[src/rtl/triangle_list.sv]
`default_nettype none
// +--------------------------------------------------------------------------+
// | Module   : triangle_list                                                 |
// | Purpose  : triangle store; replays the list to the transform stage once  |
// |            per frame over valid/ready. Optional TRI_LIST_FRAMECNT_EN     |
// |            adds a 16-bit completed-frame counter (frame_cnt).            |
// | Revision : 1.0  initial release                                          |
// +--------------------------------------------------------------------------+
module triangle_list #(
   parameter int WI    = 8,
   parameter int WF    = 8,
   parameter int DEPTH = 16
) (
   input  logic                                Clk,
   input  logic                                Reset,
   input  logic                                clear,
   input  logic                                list_w,
   input  logic [2:0][2:0][WI+WF-1:0]          orig_triangle_in,
   input  logic                                frame_start,
   output logic [2:0][2:0][WI+WF-1:0]          tri_out,
   output logic                                tri_valid,
   input  logic                                tri_ready,
   output logic                                tri_last,
   output logic                                frame_done,
   output logic [$clog2(DEPTH+1)-1:0]          tri_count,
   output logic                                overflow
`ifdef TRI_LIST_FRAMECNT_EN
   ,
   output logic [15:0]                         frame_cnt
`endif
);

   localparam int CW = $clog2(DEPTH+1);
   localparam int AW = $clog2(DEPTH);
   localparam logic [CW-1:0] c_DEPTH = CW'(DEPTH);

   typedef logic [2:0][2:0][WI+WF-1:0] tri_t;

   typedef enum logic [1:0] {
      IDLE = 2'd0,
      RD   = 2'd1,
      OUT  = 2'd2,
      DONE = 2'd3
   } state_t;

   tri_t            r_mem [DEPTH];
   logic [CW-1:0]   r_count;
   logic            r_overflow;
   logic [CW-1:0]   r_n;
   logic [AW-1:0]   r_rd_ptr;
   state_t          r_state;
   tri_t            r_tri_out;
   logic            r_tri_valid;
   logic            r_tri_last;
   logic            r_frame_done;

   logic            w_full;
   logic            w_wr_en;
   logic            w_last;

   assign w_full  = (r_count == c_DEPTH);
   assign w_wr_en = list_w && !clear && !Reset && !w_full;
   assign w_last  = (CW'(r_rd_ptr) == (r_n - 1'b1));

   // Write side runs regardless of traversal; clear wins over a same-cycle write.
   always_ff @(posedge Clk) begin
      if (Reset || clear) begin
         r_count    <= '0;
         r_overflow <= 1'b0;
      end else if (list_w) begin
         if (w_full)
            r_overflow <= 1'b1;
         else
            r_count <= r_count + 1'b1;
      end
   end

   always_ff @(posedge Clk) begin
      if (w_wr_en)
         r_mem[r_count[AW-1:0]] <= orig_triangle_in;
   end

   // tri_out doubles as the synchronous read register of the storage array.
   always_ff @(posedge Clk) begin
      if (Reset) begin
         r_state      <= IDLE;
         r_n          <= '0;
         r_rd_ptr     <= '0;
         r_tri_out    <= '0;
         r_tri_valid  <= 1'b0;
         r_tri_last   <= 1'b0;
         r_frame_done <= 1'b0;
      end else if (clear) begin
         r_state      <= IDLE;
         r_rd_ptr     <= '0;
         r_tri_valid  <= 1'b0;
         r_tri_last   <= 1'b0;
         r_frame_done <= 1'b0;
      end else begin
         case (r_state)
            IDLE: begin
               r_frame_done <= 1'b0;
               if (frame_start) begin
                  r_n <= r_count;
                  if (r_count == '0) begin
                     r_state      <= DONE;
                     r_frame_done <= 1'b1;
                  end else begin
                     r_rd_ptr <= '0;
                     r_state  <= RD;
                  end
               end
            end
            RD: begin
               r_tri_out   <= r_mem[r_rd_ptr];
               r_tri_valid <= 1'b1;
               r_tri_last  <= w_last;
               r_state     <= OUT;
            end
            OUT: begin
               if (tri_ready) begin
                  r_tri_valid <= 1'b0;
                  r_tri_last  <= 1'b0;
                  if (r_tri_last) begin
                     r_state      <= DONE;
                     r_frame_done <= 1'b1;
                  end else begin
                     r_rd_ptr <= r_rd_ptr + 1'b1;
                     r_state  <= RD;
                  end
               end
            end
            DONE: begin
               r_frame_done <= 1'b0;
               r_state      <= IDLE;
            end
            default: begin
               r_state <= IDLE;
            end
         endcase
      end
   end

`ifdef TRI_LIST_FRAMECNT_EN
   logic [15:0] r_frame_cnt;

   always_ff @(posedge Clk) begin
      if (Reset)
         r_frame_cnt <= '0;
      else if (r_frame_done)
         r_frame_cnt <= r_frame_cnt + 16'd1;
   end

   assign frame_cnt = r_frame_cnt;
`endif

   assign tri_out    = r_tri_out;
   assign tri_valid  = r_tri_valid;
   assign tri_last   = r_tri_last;
   assign frame_done = r_frame_done;
   assign tri_count  = r_count;
   assign overflow   = r_overflow;

endmodule
`default_nettype wire

[config.mk]
export PLATFORM = sky130hd
export DESIGN_NAME = triangle_list
export DESIGN_NICKNAME = d
export VERILOG_FILES = /design/src/rtl/triangle_list.sv
export SDC_FILE = /design/constraint.sdc
export NUM_CORES = 2
export LEC_CHECK = 0
export CAP_MARGIN = 30
export CORE_ASPECT_RATIO = 0.75
export CORE_MARGIN = 2
export CORE_UTILIZATION = 30
export CTS_CLUSTER_DIAMETER = 120
export DETAILED_ROUTE_END_ITERATION = 7
export PLACE_DENSITY = 0.47
export SETUP_SLACK_MARGIN = 0.2
export SLEW_MARGIN = 20
export SYNTH_ARGS = -nofsm -noshare
export SYNTH_HDL_FRONTEND = slang
export SYNTH_SLANG_ARGS = --single-unit
[constraint.sdc]
create_clock -name Clk -period 18.98 [get_ports Clk]
set_clock_uncertainty 0.05 [all_clocks]
set_input_delay 3.796 -clock Clk [delete_from_list [all_inputs] [get_ports Clk]]
set_output_delay 3.796 -clock Clk [all_outputs]
set_load 0.02 [all_outputs]
---- Word level (Yosys, flattened, before mapping) ----
Memory sizes are Yosys's and may differ from the RTL's. A register that Yosys moved wholly into a read port is not among the register bits.
Index checks and enable logic that the tools add are counted.
word-level totals
  register bits ........................... 20
  RAM bits ................................ 2,304
  bits of input ports ..................... 150
  output and inout port bits .............. 153
  word-level logic and storage cells ...... 65
  memories ................................ 1
operators by class
  add/subtract/negate cells ............... 3
  equal/unequal tests ..................... 10
  mux-type cells .......................... 20
  bitwise logic cells ..................... 2
  reductions and logical operators ........ 21
memory list
  name   words  width  rd ports  clocked after memory_dff  wr ports  line  source
  r_mem  16     144    1         1                         1         46    tri_t r_mem [DEPTH];
operator list
  kind                 count
  $mux 4               4
  $ne 2x2->1 const B   5
  $reduce_and 2->1     5
  $mux 2               4
  $pmux 2 s4           1
  $pmux 4 s2           1
  $mux 1               7
  $reduce_and 3->1     2
  $add 5x1->5 const B  1
  $eq 4x5->1           1
  $eq 5x5->1 const B   1
  $logic_not 5->1      1
  $reduce_and 5->1     1
  $sub 5x1->5 const B  1
  $add 4x1->4 const B  1
  $eq 2x2->1 const B   2
  $pmux 1 s2           2
  $reduce_bool 2->1    2
  $logic_and 1x1->1    3
  $logic_not 1->1      3
  $pmux 1 s3           1
  $reduce_bool 3->1    1
  $eq 2x1->1 const B   1
  $logic_not 2->1      1
  3 further kinds      4

---- Logic depth before layout (Yosys ltp) ----
  depth after elaboration ................. 6
  mapped depth ............................ 8
  gate-level depth less buffers ........... 6

---- Worst setup path before layout ----
OpenSTA, ideal clock, no wires.
  path kind ............................... input port to flip-flop
  from .................................... input port Reset
  to ...................................... memory r_mem[0][0] (netlist bit), enable pin
  setup time .............................. 824 ps
  arrival ................................. 14,064 ps
  required time ........................... 18,106 ps
  slack ................................... 4,042 ps
  stages on the path ...................... 5
  buffers on the path ..................... 1
  cells stage by stage .................... clkbuf_1 > nor2_1 > and3_1 > nand2_1 > nor3_1
between the ends
  cells in the longest elaborated chain, start to end .. 5
ends and longest elaborated chain
  what                            line  source
  start, declared                 15    input logic Reset,
  $logic_not 1->1                 62    assign w_wr_en = list_w && !clear && !Reset && !w_full;
  $logic_and 1x1->1 (2 in a row)  62
  $mux 1                          79    if (w_wr_en)
  $mux 1 (not written as such)    80    r_mem[r_count[AW-1:0]] <= orig_triangle_in;
  end, declared                   46
No other way between the ends.

---- Worst setup path after layout ----
  from .................................... input port clear
  to ...................................... memory r_mem[9][135] (netlist bit), enable pin
between the ends
  cells in the longest elaborated chain, start to end .. 6
ends and longest elaborated chain
  what                            line  source
  start, declared                 16    input logic clear,
  $logic_not 1->1                 62
  $logic_and 1x1->1 (3 in a row)  62
  $mux 1                          79
  $mux 1 (not written as such)    80
No other way between the ends.

==> results.tsv <==
stage	metric	value	unit
grt	vias in the first global route	45424	
placement	RePlAce Congestion	0.714	
sta	Tmin final	7.39	ns
cells_and_area	final instance area	109000	µm²
run_status	status	finished, final reports clean	
sta	max frequency	135	MHz
yosys	sequential-to-total area share from yosys stat	78.5	%
yosys	Post-Syn Area	92300	µm²
setup_path	WP buf/inv	6	
route	DR vias/cell	4.97	
floorplanning	# IOs	303	
cells_and_area	layout cells sized above 1	20.4	%
placement	DPL Wire Length	136	mm
cells_and_area	P&R area growth vs syn	17.6	%
setup_path	CP top delay family	buffers and inverters	
sta	final setup TNS	0	ns
sta	Final Cycle Share	39.0	%
clocking	CTS tree	built	
yosys	Cells after Synth	4245	
floorplanning	die width	644	µm
clocking	CTS buffer count	241	
placement	area post-placement	100000	µm²
route	DRC	0	
yosys	top_reg_cell synth	edfxtp_1	
power	Lkg Pwr	0.0317	µW
yosys	Syn. warnings	0	
route	via count	44501	
setup_path	Data arrival, critical path	7.91	ns
setup_path	CP required	19.50	ns
setup_path	CP Launch Type	input port	
floorplanning	Die H	484	µm
grt	largest net degree at the start of global routing	118	
clocking	H-tree levels	4	
grt	initial antenna violation count	48	
flow_run	Max Cap Viol	0	
grt	first-pass GRT wire length	351	mm
setup_path	crit path capture type	flop	
sta	final-report setup violation count	0	
sta	RSZ-0062 raised after global routing	false	
placement	Port Buffers	302	
sta	endpoints failing hold	0	
power	Cell Pwr Density	101	nW/µm²
route	total wire length	248	mm
yosys	EDFF count, synth	2304	
hold_path	hold crit path type	flop to flop	
grt	grt ovf	0	
route	final antenna-violating net count	0	
setup_path	worst setup path class	input port to flop	
power	VDD IR max	0.0000873	V
route	drt pass-1 iters	5	
setup_path	Slowest-stage cell, CP	buf_4	
clocking	Clock Latency Late Sink	0.91	ns
clocking	Root Buffer	clkbuf_16	
route	WL/cell	27.8	µm
sta	Slew HR	24.1	%
yosys	Synth async-reset ratio	0	%
sta	slew at the pin closest to its max-slew limit	1.14	ns
clocking	hold_buf cts	0	
grt	Total GRT Usage	15.6	%
cells_and_area	nets	4803	
yosys	Seq cells post-synth	2468	
floorplanning	DIE AREA	312000	µm²
setup_path	Most Frequent Cell on Critical Path	buf_4	
clocking	Clock Path Buffers	4	
floorplanning	core area	306000	µm²
floorplanning	Std-Cell Rows	176	
clocking	CTS Sinks	2468	
cells_and_area	Fillers	28214	
sta	max-slew violation count	0	
yosys	syn nets	4401	
setup_path	Crit Path Max Fanout	47	
yosys	Synth Area per Inst	21.7	µm²
floorplanning	Starting Density	30.1	%
clocking	postcts setup bufs	0	
route	Starting DRT DRC Count	3720	
clocking	Worst-path clk slew	0.06	ns
setup_path	CP Cell Sequence	clkdlybuf4s50_1 > nor2_1 > and3_1 > nand2_1 > nor2_4 > buf_12 > buf_4 > buf_4 > buf_4 > buf_16	
clocking	Gates resized, CTS repair	0	
setup_path	slowest stage delay, CP	0.81	ns
yosys	distinct cell type count after synthesis	49	
[layout by cell type, fill, tap and decap left out, drive strengths merged, types with 8 or more instances in the layout]
cell type      netlist  final
mux2i              281    281
bufinv               0     22
inv                  9     13
nand3                9      9
o221ai              51     51
buf                118    116
nor3                12     12
edfxtp            2304   2304
clkinvlp             0     10
nor2               118    118
a2111oi             66     66
dfxtp              164    164
clkbuf             142    332
nor4                88     88
clkinv               0     78
o22ai              153    153
diode                0     11
a211oi              25     25
clkdlybuf4s50        0    301
and2                67     67
mux4               490    490
nand2               22     22
a21oi                8      8
nand3b              54     54
[sequential cells by signal, indices dropped and copies added, names as in the netlist]
register	flops
overflow	1
frame_done	1
r_n	5
r_rd_ptr	4
tri_out	144
r_mem	2304
tri_count	5
tri_valid	1
tri_last	1
r_state	2
[cell families after synthesis]
family	count (synthesis)	synth area share, %
buffers and inverters	269	1.35
xor gates and xnor gates	9	0.0854
and+or+nand+nor	400	2.40
muxes	771	15.0
adders and majority gates	6	0.0813
DFF	2468	78.5
AOI/OAI and AO/OA	322	2.56
[metrics by stage]
stage	power, µW	utilization [%]	hold WS [ns]	setup slack, ns	cells
after floorplan	6150	-	0.431	4.04	4245
after global placement	6300	32.7	0.411	10.00	8479
after detailed placement	6310	32.8	0.427	10.01	8491
after CTS	11100	35.4	0.437	10.92	8935
after global routing	11300	35.4	0.449	11.42	8946
final	11000	35.4	0.424	11.59	8953
[worst paths after layout]
path,cells past startpoint,to,slack [ns],startpoint
max,10,r_mem[9][135],11.59,clear
min,2,tri_valid,0.42,tri_valid
min reg2reg,2,tri_valid,0.42,tri_valid
max reg2reg,8,tri_out[80],13.66,r_rd_ptr[0]
[cell type report]
type	count	area [µm²]	area share, %
inverters	9	36.3	0.0334
well taps	4094	5120	4.72
clock inverters	114	1150	1.06
repair buffers	419	4270	3.94
clock buffers	330	6690	6.17
diodes	11	27.5	0.0254
flip-flops and latches	2468	72500	66.8
multi-input cells	1508	18700	17.3
[synthesized netlist by cell type (all sizes together), types with 5 or more instances]
cell	instances	area share [%]
a2111oi	66	0.63
a211oi	25	0.20
a21oi	8	0.043
and2	67	0.45
buf	118	0.74
clkbuf	142	0.58
dfxtp	164	3.6
edfxtp	2304	75
ha	6	0.081
inv	9	0.037
mux2i	281	3.0
mux4	490	12
nand2	22	0.089
nand3	9	0.049
nand3b	54	0.44
nor2	118	0.48
nor3	12	0.065
nor4	88	0.60
o221ai	51	0.48
o22ai	153	1.0
xor2	5	0.047
[metal layers]
metal | up-vias | track usage, % | share of wire, %
li1 | 18747 | - | -
met1 | 24114 | 21.9 | 45
met2 | 1251 | 25.0 | 47
met3 | 369 | 2.79 | 5.5
met4 | 20 | 3.88 | 2.3
met5 | - | 0 | 0.045
[worst min-delay path: cells and delay by family, from the launching register on]
kind | cells | cell delay [ns]
flip-flops | 1 | 0.31
AO/OA/AOI/OAI | 1 | 0.07
buffers and inverters | 1 | 0.05
[report_power, final]
| part | internal, µW | switching, µW | total [µW] |
|---|---|---|---|
| registers | 5960 | 16.8 | 5980 |
| clock network | 2750 | 2030 | 4790 |
| logic | 69.1 | 139 | 208 |
(Power assumes the default switching activity.)
